**config.mk**
```make
export PLATFORM = sky130hd
export DESIGN_NAME = unified_mem_arbiter
export DESIGN_NICKNAME = d
export VERILOG_FILES = /design/src/rtl/arb_pkg.sv /design/src/rtl/busy_watchdog.sv /design/src/rtl/unified_mem_arbiter.sv
export SDC_FILE = /design/constraint.sdc
export NUM_CORES = 1
export LEC_CHECK = 0
export ABC_AREA = 1
export BUFFER_PORTS_ARGS = -buffer_cell sky130_fd_sc_hd__buf_2
export CAP_MARGIN = 20
export CELL_PAD_IN_SITES_DETAIL_PLACEMENT = 1
export CELL_PAD_IN_SITES_GLOBAL_PLACEMENT = 2
export CORE_MARGIN = 2
export CORE_UTILIZATION = 25
export DETAILED_ROUTE_END_ITERATION = 6
export HOLD_SLACK_MARGIN = 0.1
export PLACE_DENSITY = 0.8
export SLEW_MARGIN = 20
export SYNTH_ARGS = -nofsm -noshare
export SYNTH_HDL_FRONTEND = slang
export SYNTH_SLANG_ARGS = --single-unit
```
**constraint.sdc**
```tcl
create_clock -name clk -period 2.5 [get_ports clk]
set_input_delay 0.5 -clock clk [delete_from_list [all_inputs] [get_ports clk]]
set_output_delay 0.5 -clock clk [all_outputs]
set_load 0.05 [all_outputs]
```
**src/rtl/arb_pkg.sv**
```systemverilog
// Shared definitions for the unified memory arbiter: FSM states, port ownership
// encoding and the data returned when an access is abandoned by the watchdog.
package arb_pkg;

    typedef enum logic [1:0] {
        IDLE = 2'd0,
        BUSY = 2'd1,
        RESP = 2'd2
    } arb_state_e;

    typedef enum logic {
        OWN_I = 1'b0,
        OWN_D = 1'b1
    } arb_owner_e;

    localparam logic [31:0] BAD_DATA = 32'hDEADBEEF;

endpackage

```
**src/rtl/busy_watchdog.sv**
```systemverilog
// Counts consecutive BUSY cycles without a memory response and flags expiry
// once TIMEOUT such cycles have elapsed.
module busy_watchdog #(
    parameter int TIMEOUT = 255
) (
    input  logic clk,
    input  logic reset,
    input  logic enable,
    input  logic clear,
    output logic expired
);

    localparam int CNT_W = $clog2(TIMEOUT + 2);

    logic [CNT_W-1:0] count_reg;

    always_ff @(posedge clk) begin
        if (reset || !enable || clear) begin
            count_reg <= '0;
        end else if (count_reg != CNT_W'(TIMEOUT)) begin
            count_reg <= count_reg + 1'b1;
        end
    end

    // A genuine response in the same cycle always takes precedence over expiry.
    assign expired = enable && !clear && (count_reg == CNT_W'(TIMEOUT));

endmodule

```
**src/rtl/unified_mem_arbiter.sv**
```systemverilog
// Shares one single-ported, variable-latency memory between the fetch and data
// ports, with a bounded data burst so fetches cannot starve.
module unified_mem_arbiter
    import arb_pkg::*;
#(
    parameter int ADDR_W      = 32,
    parameter int DATA_W      = 32,
    parameter int MAX_D_BURST = 4,
    parameter int TIMEOUT     = 255
) (
    input  logic                clk,
    input  logic                reset,
    input  logic                i_req,
    input  logic [ADDR_W-1:0]   i_addr,
    output logic                i_ack,
    output logic [DATA_W-1:0]   i_rdata,
    input  logic                d_req,
    input  logic                d_we,
    input  logic [DATA_W/8-1:0] d_be,
    input  logic [ADDR_W-1:0]   d_addr,
    input  logic [DATA_W-1:0]   d_wdata,
    output logic                d_ack,
    output logic [DATA_W-1:0]   d_rdata,
    output logic                stall_if,
    output logic                stall_mem,
    output logic                m_req,
    output logic                m_we,
    output logic [DATA_W/8-1:0] m_be,
    output logic [ADDR_W-1:0]   m_addr,
    output logic [DATA_W-1:0]   m_wdata,
    input  logic [DATA_W-1:0]   m_rdata,
    input  logic                m_ready,
    output logic                err_timeout
);

    localparam int DCNT_W = $clog2(MAX_D_BURST + 1);

    arb_state_e          state_reg;
    arb_owner_e          owner_reg;
    logic [DCNT_W-1:0]   dcount_reg;
    logic                i_ack_reg, d_ack_reg, err_reg;
    logic [DATA_W-1:0]   i_rdata_reg, d_rdata_reg;
    logic                m_we_reg;
    logic [DATA_W/8-1:0] m_be_reg;
    logic [ADDR_W-1:0]   m_addr_reg;
    logic [DATA_W-1:0]   m_wdata_reg;
    logic                wd_expired;
    logic                grant_d;

    // Data wins a contested grant unless it has already used up its burst.
    assign grant_d = d_req && (!i_req || (dcount_reg != DCNT_W'(MAX_D_BURST)));

    busy_watchdog #(
        .TIMEOUT (TIMEOUT)
    ) u_watchdog (
        .clk     (clk),
        .reset   (reset),
        .enable  (state_reg == BUSY),
        .clear   (m_ready),
        .expired (wd_expired)
    );

    always_ff @(posedge clk) begin
        if (reset) begin
            state_reg   <= IDLE;
            owner_reg   <= OWN_I;
            dcount_reg  <= '0;
            i_ack_reg   <= 1'b0;
            d_ack_reg   <= 1'b0;
            err_reg     <= 1'b0;
            i_rdata_reg <= '0;
            d_rdata_reg <= '0;
            m_we_reg    <= 1'b0;
            m_be_reg    <= '0;
            m_addr_reg  <= '0;
            m_wdata_reg <= '0;
        end else begin
            i_ack_reg <= 1'b0;
            d_ack_reg <= 1'b0;
            case (state_reg)
                IDLE: begin
                    if (i_req || d_req) begin
                        state_reg <= BUSY;
                        if (grant_d) begin
                            owner_reg   <= OWN_D;
                            m_we_reg    <= d_we;
                            m_be_reg    <= d_be;
                            m_addr_reg  <= d_addr;
                            m_wdata_reg <= d_wdata;
                            if (!i_req) begin
                                dcount_reg <= '0;
                            end else if (dcount_reg != DCNT_W'(MAX_D_BURST)) begin
                                dcount_reg <= dcount_reg + 1'b1;
                            end
                        end else begin
                            owner_reg   <= OWN_I;
                            m_we_reg    <= 1'b0;
                            m_be_reg    <= '1;
                            m_addr_reg  <= i_addr;
                            m_wdata_reg <= '0;
                            dcount_reg  <= '0;
                        end
                    end
                end
                BUSY: begin
                    if (m_ready || wd_expired) begin
                        state_reg <= RESP;
                        if (!m_ready) begin
                            err_reg <= 1'b1;
                        end
                        if (owner_reg == OWN_D) begin
                            d_rdata_reg <= m_ready ? m_rdata : DATA_W'(BAD_DATA);
                            d_ack_reg   <= 1'b1;
                        end else begin
                            i_rdata_reg <= m_ready ? m_rdata : DATA_W'(BAD_DATA);
                            i_ack_reg   <= 1'b1;
                        end
                    end
                end
                RESP: begin
                    state_reg <= IDLE;
                end
                default: begin
                    state_reg <= IDLE;
                end
            endcase
        end
    end

    assign m_req       = (state_reg == BUSY);
    assign m_we        = m_we_reg;
    assign m_be        = m_be_reg;
    assign m_addr      = m_addr_reg;
    assign m_wdata     = m_wdata_reg;
    assign i_ack       = i_ack_reg;
    assign d_ack       = d_ack_reg;
    assign i_rdata     = i_rdata_reg;
    assign d_rdata     = d_rdata_reg;
    assign err_timeout = err_reg;
    assign stall_if    = i_req & ~i_ack_reg;
    assign stall_mem   = d_req & ~d_ack_reg;

endmodule
```
==> summary.txt, run 1 <==
cts-stage hold buffer count: 0
WL final: 22600 microns
post-CTS sizing: 0
dpl cells: 1498
Cell variety after synth: 30
clk_lat worst skew: 430 ps
Inserted Clock Buffers: 17
cell taking the most area after synthesis: dfxtp_1
Main synth FF type: dfxtp_1
CTS max path bufs: 2
WL/cell: 14.7 microns
Hold Path Stages: 3
Die Area: 27400 sq um
postcts setup bufs: 0
Worst Path Required: 2000 ps
Worst Setup SP: state_reg[0]$_SDFFE_PP0P_
number of global-route vias before repair: 6864
first-pass GRT wire length: 36600 microns
initial antenna violation count: 3
outcome: finished, final reports clean
Seq. cell area: 3020 sq um
total grt overflow: 0
port bufs: 276
Global Route Usage Sum: 0.163
number of max-cap violations: 0
Tcrit/Tclk final: 0.831
Async SR Flop Fraction: 0
nets@finish: 1324
Vias: 6747
total negative slack: 0 ps
Syn Inst Count: 935
max-slew violation count: 0
Syn Area/Cell: 6.99 sq um
Core Box Area: 25800 sq um
Post-DP HPWL: 15900 microns
final hold violation count: 0
Post-synth EDFFs: 0
largest fanout on the critical path: 14
worst vdd ir: 0.000395 V
final count of negative-setup-slack endpoints: 0
synth warn: 0
DRT antenna net count: 0
largest net degree at the start of global routing: 113
Power per Cell Area: 770 nW/um^2
sequential area share after synthesis: 0.463
global placer's final weighted congestion: 0.761
P&R area growth vs syn: 34.5%
max_slew headroom: 0.585
fillers: 3302
CTS tree: done
CP endpoint kind: output port
Residual DRC: 0
Root Driver: clkbuf_16
Hold/Removal Path Class: primary input to flip-flop
Worst R2R End: d_rdata[0]$_SDFFE_PP0P_
Setup Crit Path Kind: flip-flop to output port
crit-path cells: inv_2, nor2_4, buf_2
multi-input logic area: 2880 sq um
Synth Cell Area: 6530 sq um
Max Freq: 0.482 GHz
IO Pins: 277
R2R cell count: 11
hold endpoint: m_be[1]$_SDFFE_PP0P_
row cnt: 59
max incr delay on CP: 390 ps
Critical Path Source Type: flip-flop
RR Startpoint: u_watchdog.count_reg[0]$_SDFFE_PP0P_
TritonRoute pass-1 iters: 6
Detailed Route Iter0 Violations: 346
Initial Utilization: 0.253
Worst Max-Slew Pin Slew: 622 ps
Area contributors post-synth: dfxtp_1 46%, nand2_1 14%, nor2_1 8.0%
Final min period: 2080 ps
Crit-path slowest cell: dfxtp_1
flop2flop setup slack: 440 ps
die width: 166 microns
CTS sink cnt: 151
chip height: 166 microns
Synthesized Nets: 1077
hold wc startpoint: d_be[1]
Yosys reg bits: 151
crit path DAT: 1580 ps
static leakage: 4.48 nW
Setup Skew: 17.1 ps
Vias per Instance: 4.40
Yosys top cell area share: 0.463
Non-Filler Instances: 1532
fraction of layout cells with a size suffix above 1: 0.304
CTS HTree Levels: 4
RSZ-0062 raised after global routing: false
CTS clock-pin slew for the worst setup and hold paths: 70 ps
==> cells in the mapped netlist, types with 2 or more instances <==
cell      count
inv_2         2
nand4_1      44
buf_2        25
dfxtp_1     151
or2_2        24
ha_1          4
buf_4         6
nand3_1      71
nor3_1        2
inv_1        81
buf_1         7
clkbuf_1     24
nand2_1     248
buf_6         4
nor2_4        2
o21ai_0       7
nor2_1      139
a21oi_1      82
==> cells by family (layout without fill, tap and decap cells) <==
family / Yosys count / count (layout) / synth area share
DFF: 151 / 151 / 0.463
and+or+nand+nor: 537 / 537 / 0.358
adders and majority gates: 4 / 4 / 0.00766
other: 0 / 2 / 0
AOI/OAI and AO/OA: 93 / 93 / 0.0726
buffers and inverters: 150 / 410 / 0.0994
==> layer usage <==
metal  global-route usage  up-vias  routed length (microns)
li1                     -     3439                        -
met1                0.202     3117                    10100
met2                0.269      171                    10600
met3               0.0552       18                     1520
met4               0.0454        2                      308
met5                    0        -                       11
==> power by group <==
part / switching, mW / leakage, nW / total, mW / internal [mW]
sequential: 0.0845 / 1.23 / 2.65 / 2.57
clock: 1.26 / 0.290 / 2.62 / 1.36
combinational: 1.10 / 2.96 / 1.50 / 0.394
==> cells in the final DEF (no fill, tap or decap) <==
master	instances
inv_1	81
nand4_1	44
buf_2	275
a21boi_0	1
o22ai_1	1
inv_2	2
ha_1	4
nor3_1	2
inv_4	1
o21ai_2	1
nand3_2	2
inv_8	8
clkinv_4	1
diode_2	2
dfxtp_1	151
nand2_1	248
clkinv_8	4
o21ai_0	7
a21oi_1	82
buf_12	2
a31oi_1	1
nand2_4	1
or2_2	24
nor2_1	139
clkinvlp_4	2
nand3b_2	1
nor2_8	1
nand3_1	69
clkbuf_16	17
nor2_4	3
nor3b_1	1
buf_4	17
nand2_2	1
nand3b_1	1
==> area by class of cell <==
type / count / share of cell area
Antenna cell: 2 / 0.000569
Clock buffer: 17 / 0.0484
Clock inverter: 15 / 0.0204
Inverter: 84 / 0.0362
Multi-Input combinational cell: 634 / 0.327
Sequential cell: 151 / 0.344
Tap cell: 335 / 0.0477
Timing Repair Buffer: 294 / 0.176
==> per-stage QoR <==
stage | setup slack (ps) | power [mW] | util | hold WS (ps) | area, sq um
floorplan | 155 | 3.78 | - | 421 | 6530
global placement | 527 | 4.21 | 0.317 | 433 | 8180
detailed placement | 422 | 4.22 | 0.317 | 443 | 8180
CTS | 394 | 6.89 | 0.340 | 287 | 8780
global route | 238 | 7.12 | 0.340 | 319 | 8790
finish | 423 | 6.77 | 0.340 | 306 | 8790
==> critical path: cells and delay by family (launching register included) <==
family / cells / cell delay [ps]
buffers and inverters: 2 / 440
and+or+nand+nor: 1 / 330
DFF: 1 / 390
==> how the worst max path moves through the flow <==
| stage | endpoint | slack, ps | cells after the start |
|---|---|---|---|
| 2_1_floorplan | stall_mem | 160 | 5 |
| 3_3_place_gp | d_rdata[31]$_SDFFE_PP0P_ | 530 | 11 |
| 3_5_place_dp | d_rdata[0]$_SDFFE_PP0P_ | 420 | 11 |
| 4_1_cts | m_req | 390 | 3 |
| 5_1_grt | i_rdata[26]$_SDFFE_PP0P_ | 240 | 10 |
| 6_report | m_req | 420 | 3 |
Power figures use the tool's default switching activity.
==> inputs of run 2 (changes only) <==
--- a/config.mk
+++ b/config.mk
@@ -5,16 +5,16 @@
 export SDC_FILE = /design/constraint.sdc
 export NUM_CORES = 1
 export LEC_CHECK = 0
-export ABC_AREA = 1
+export ABC_AREA = 0
 export BUFFER_PORTS_ARGS = -buffer_cell sky130_fd_sc_hd__buf_2
 export CAP_MARGIN = 20
 export CELL_PAD_IN_SITES_DETAIL_PLACEMENT = 1
 export CELL_PAD_IN_SITES_GLOBAL_PLACEMENT = 2
 export CORE_MARGIN = 2
-export CORE_UTILIZATION = 25
+export CORE_UTILIZATION = 24
 export DETAILED_ROUTE_END_ITERATION = 6
 export HOLD_SLACK_MARGIN = 0.1
-export PLACE_DENSITY = 0.8
+export PLACE_DENSITY = 0.76
 export SLEW_MARGIN = 20
 export SYNTH_ARGS = -nofsm -noshare
 export SYNTH_HDL_FRONTEND = slang
==> constraint.sdc (replaced) <==
create_clock -name clk -period 1.9 [get_ports clk]
set_input_delay 0.38 -clock clk [delete_from_list [all_inputs] [get_ports clk]]
set_output_delay 0.38 -clock clk [all_outputs]
set_load 0.05 [all_outputs]
==> run 2 against run 1 <==
The flow now finishes with violations (DRC). Critical path depth is the same. Area after synthesis down 2.1%. Power is 38% higher. Flip-flop and latch count stayed put. Synthesized cell count decreased by 20%. Critical endpoint unchanged. Design area is 0.70% higher.
==> summary.txt, run 2 <==
P&R area growth vs syn: 38.3% (was 34.5%)
CP endpoint kind: output port (unchanged)
main combinational cell family by area after synthesis: compound AO/OA/AOI/OAI gates (was simple AND/OR/NAND/NOR gates)
CTS sink cnt: 151 (unchanged)
most frequent cell after synthesis: dfxtp_1 (was nand2_1)
clk_lat worst skew: 440 ps (was 430 ps)
max incr delay on CP: 360 ps (was 390 ps)
delay-heaviest family, CP: buffers and inverters (unchanged)
complex-gate fraction of the synthesized area: 0.245 (was 0.0726)
fraction of layout cells with a size suffix above 1: 0.376 (was 0.304)
Synth Area in Simple Gates: 0.191 (was 0.358)
Async SR Flop Fraction: 0 (unchanged)
CTS tree: done (unchanged)
Tcrit/Tclk final: 0.951
flop2flop setup slack: 130 ps (was 440 ps)
largest fanout on the critical path: 5 (was 14)
final count of negative-setup-slack endpoints: 0 (unchanged)
IO Pins: 277 (unchanged)
RSZ-0062 raised after global routing: true (was false)
WL/cell: 20.1 microns (was 14.7 microns)
Worst Max-Slew Pin Slew: 537 ps (was 622 ps)
die width: 167 microns (was 166 microns)
Initial Utilization: 0.245 (was 0.253)
first-pass GRT wire length: 41400 microns (was 36600 microns)
Core Box Area: 26100 sq um (was 25800 sq um)
failing checks: DRC
Setup Crit Path Kind: flip-flop to output port (unchanged)
crit-path cells: nand2b_2, inv_2, clkbuf_4 (was inv_2, nor2_4, buf_2)
commonest non-fill, non-tap cell in the layout: buf_2 (unchanged)
adder-cell share of the synthesized area: 0.00782 (was 0.00766)
Synth Cell Area: 6400 sq um (was 6530 sq um)
Overall Power: 9.32 mW (was 6.77 mW)
placed cell areas: 8170 sq um (was 8180 sq um)
chip height: 167 microns (was 166 microns)
cts-stage hold buffer count: 0 (unchanged)
Syn Inst Count: 746 (was 935)
worst vdd ir: 0.000486 V (was 0.000395 V)
post-synthesis mux area share: 0.00156 (was 0)
most common library cells after synthesis: 151 x dfxtp_1, 88 x a21oi_1, 70 x o21ai_0 (was 248 x nand2_1, 151 x dfxtp_1, 139 x nor2_1)
outcome: finished, violations left (was finished, final reports clean)
sequential area share after synthesis: 0.473 (was 0.463)
Post-DP HPWL: 17500 microns (was 15900 microns)
Residual DRC: 30 (was 0)
largest net degree at the start of global routing: 80 (was 113)
number of global-route vias before repair: 7053 (was 6864)
Detailed Route Iter0 Violations: 417 (was 346)
Cell variety after synth: 38 (was 30)
max-slew violation count: 0 (unchanged)
crit path DAT: 1430 ps (was 1580 ps)
Setup Skew: 14.1 ps (was 17.1 ps)
Power per Cell Area: 1050 nW/um^2 (was 770 nW/um^2)
design area: 8850 sq um (was 8790 sq um)
Syn Area/Cell: 8.58 sq um (was 6.99 sq um)
static leakage: 3.62 nW (was 4.48 nW)
cell taking the most area after synthesis: dfxtp_1 (unchanged)
Main synth FF type: dfxtp_1 (unchanged)
DRT antenna net count: 0 (unchanged)
CTS clock-pin slew for the worst setup and hold paths: 80 ps (was 70 ps)
most frequent cells in the layout: 274 x buf_2, 148 x dfxtp_1, 88 x a21oi_1, 70 x o21ai_0, 68 x nand3_1 (was 275 x buf_2, 248 x nand2_1, 151 x dfxtp_1, 139 x nor2_1, 82 x a21oi_1)
Root Driver: clkbuf_16 (unchanged)
Inserted Clock Buffers: 17 (unchanged)
Global Route Usage Sum: 0.184 (was 0.163)
Final min period: 1810 ps
global placer's final weighted congestion: 0.758 (was 0.761)
TritonRoute pass-1 iters: 6 (unchanged)
Synth Area in XOR/XNOR: 0.00548 (was 0)
Hold/Removal Path Class: primary input to flip-flop (unchanged)
CTS max path bufs: 2 (unchanged)
max_slew headroom: 0.642 (was 0.585)
row cnt: 59 (unchanged)
final hold violation count: 0 (unchanged)
Yosys top cell area share: 0.473 (was 0.463)
Max Freq: 0.554 GHz
Vias per Instance: 5.22 (was 4.40)
Crit-path slowest cell: dfxtp_1 (unchanged)
Buf+Inv Stages, Crit Path: 2 (unchanged)
Worst Path Required: 1520 ps (was 2000 ps)
port bufs: 276 (unchanged)
nets@finish: 1123 (was 1324)
Die Area: 28000 sq um (was 27400 sq um)
total grt overflow: 0 (unchanged)
synth warn: 0 (unchanged)
CTS HTree Levels: 4 (unchanged)
Yosys reg bits: 151 (unchanged)
Post-synth EDFFs: 0 (unchanged)
Area contributors post-synth: dfxtp_1 47%, a21oi_1 6.9%, o21ai_0 5.5% (was dfxtp_1 46%, nand2_1 14%, nor2_1 8.0%)
Critical Path Source Type: flip-flop (unchanged)
antenna diode count: 0 (was 2)
Synthesized Nets: 888 (was 1077)
Vias: 6940 (was 6747)
Min Hold Slack: 192 ps (was 306 ps)
number of max-cap violations: 0 (unchanged)
initial antenna violation count: 3 (unchanged)
WL final: 26700 microns (was 22600 microns)
run 2: cell types whose count changed after synthesis, moves of 32 or more:
cell / delta
a311oi_1: +32
a31oi_1: +48
inv_1: -75
nand2_1: -246
nor2_1: -127
nor3_1: +47
nor4_1: +50
o21ai_0: +63
run 2: area by class of cell:
class | instances | area (sq um)
clock buffer | 17 | 425
clock inverter | 15 | 183
fill | 3149 | 17300
inverter | 8 | 30.0
multi-input combinational | 490 | 2930
sequential | 151 | 3030
tap | 335 | 419
timing repair buffer | 313 | 1830
run 2: final timing paths:
| check | endpoint | cells past startpoint | from |
|---|---|---|---|
| worst min register to register | i_rdata[17]$_SDFFE_PP0P_ | 2 | i_rdata[17]$_SDFFE_PP0P_ |
| worst max-delay path | m_req | 3 | state_reg[1]$_SDFFE_PP0P_ |
| worst min-delay path | m_wdata[19]$_SDFFE_PP0P_ | 3 | d_wdata[19] |
| worst max register to register | d_rdata[1]$_SDFFE_PP0P_ | 8 | u_watchdog.count_reg[0]$_SDFFE_PP0P_ |
run 2: cells by family (layout without fill, tap and decap cells):
logic type               count (synthesis)  in the layout
adder cells (fa/ha/maj)                  4              4
flip-flops                             151            151
buffers and inverters                  105            353
AND/OR/NAND/NOR                        219            219
XOR/XNOR                                 4              4
AO/OA/AOI/OAI                          262            262
multiplexers                             1              1
run 2: repair_timing:
item | CTS | global route
hold endpoints to repair | 0 | 0
buffers inserted | 0 | 1
pin swaps | 1 | 1
endpoints found under the setup margin | 7 | 67
gates resized for setup | 3 | 9
cloned | 0 | 1
run 2: worst register-to-register path, stage by stage, from the launching register on:
cell	delay, ps
dfxtp_2	330
ha_2	200
nand3_1	100
nor2_2	40
ha_2	210
or2_4	290
clkbuf_16	200
a31oi_1	200
nor3_1	60
run 2: layer usage:
metal / track usage / part of all wire / vias up
li1: - / - / 3325
met4: 0.0457 / 0.013 / 4
met5: 0 / 0.00075 / -
met1: 0.239 / 0.44 / 3362
met2: 0.288 / 0.45 / 227
met3: 0.0719 / 0.099 / 22
run 2: power by group:
part           total, mW  switching, mW  internal, mW
sequential          3.51          0.119          3.39
combinational       2.25           1.65         0.603
clock               3.56           1.57          1.99
total               9.32           3.34          5.98
run 2: stage by stage:
step | util | std cells | TNS, ps | worst slack [ps]
after floorplan | - | 746 | 0 | 91.7
after global routing | 0.339 | 1329 | -20.1 | -8.18
after detailed placement | 0.313 | 1295 | -148 | -132
after global placement | 0.313 | 1295 | -71.2 | -71.2
final | 0.339 | 1329 | 0 | 94.0
after CTS | 0.336 | 1327 | 0 | 5.18
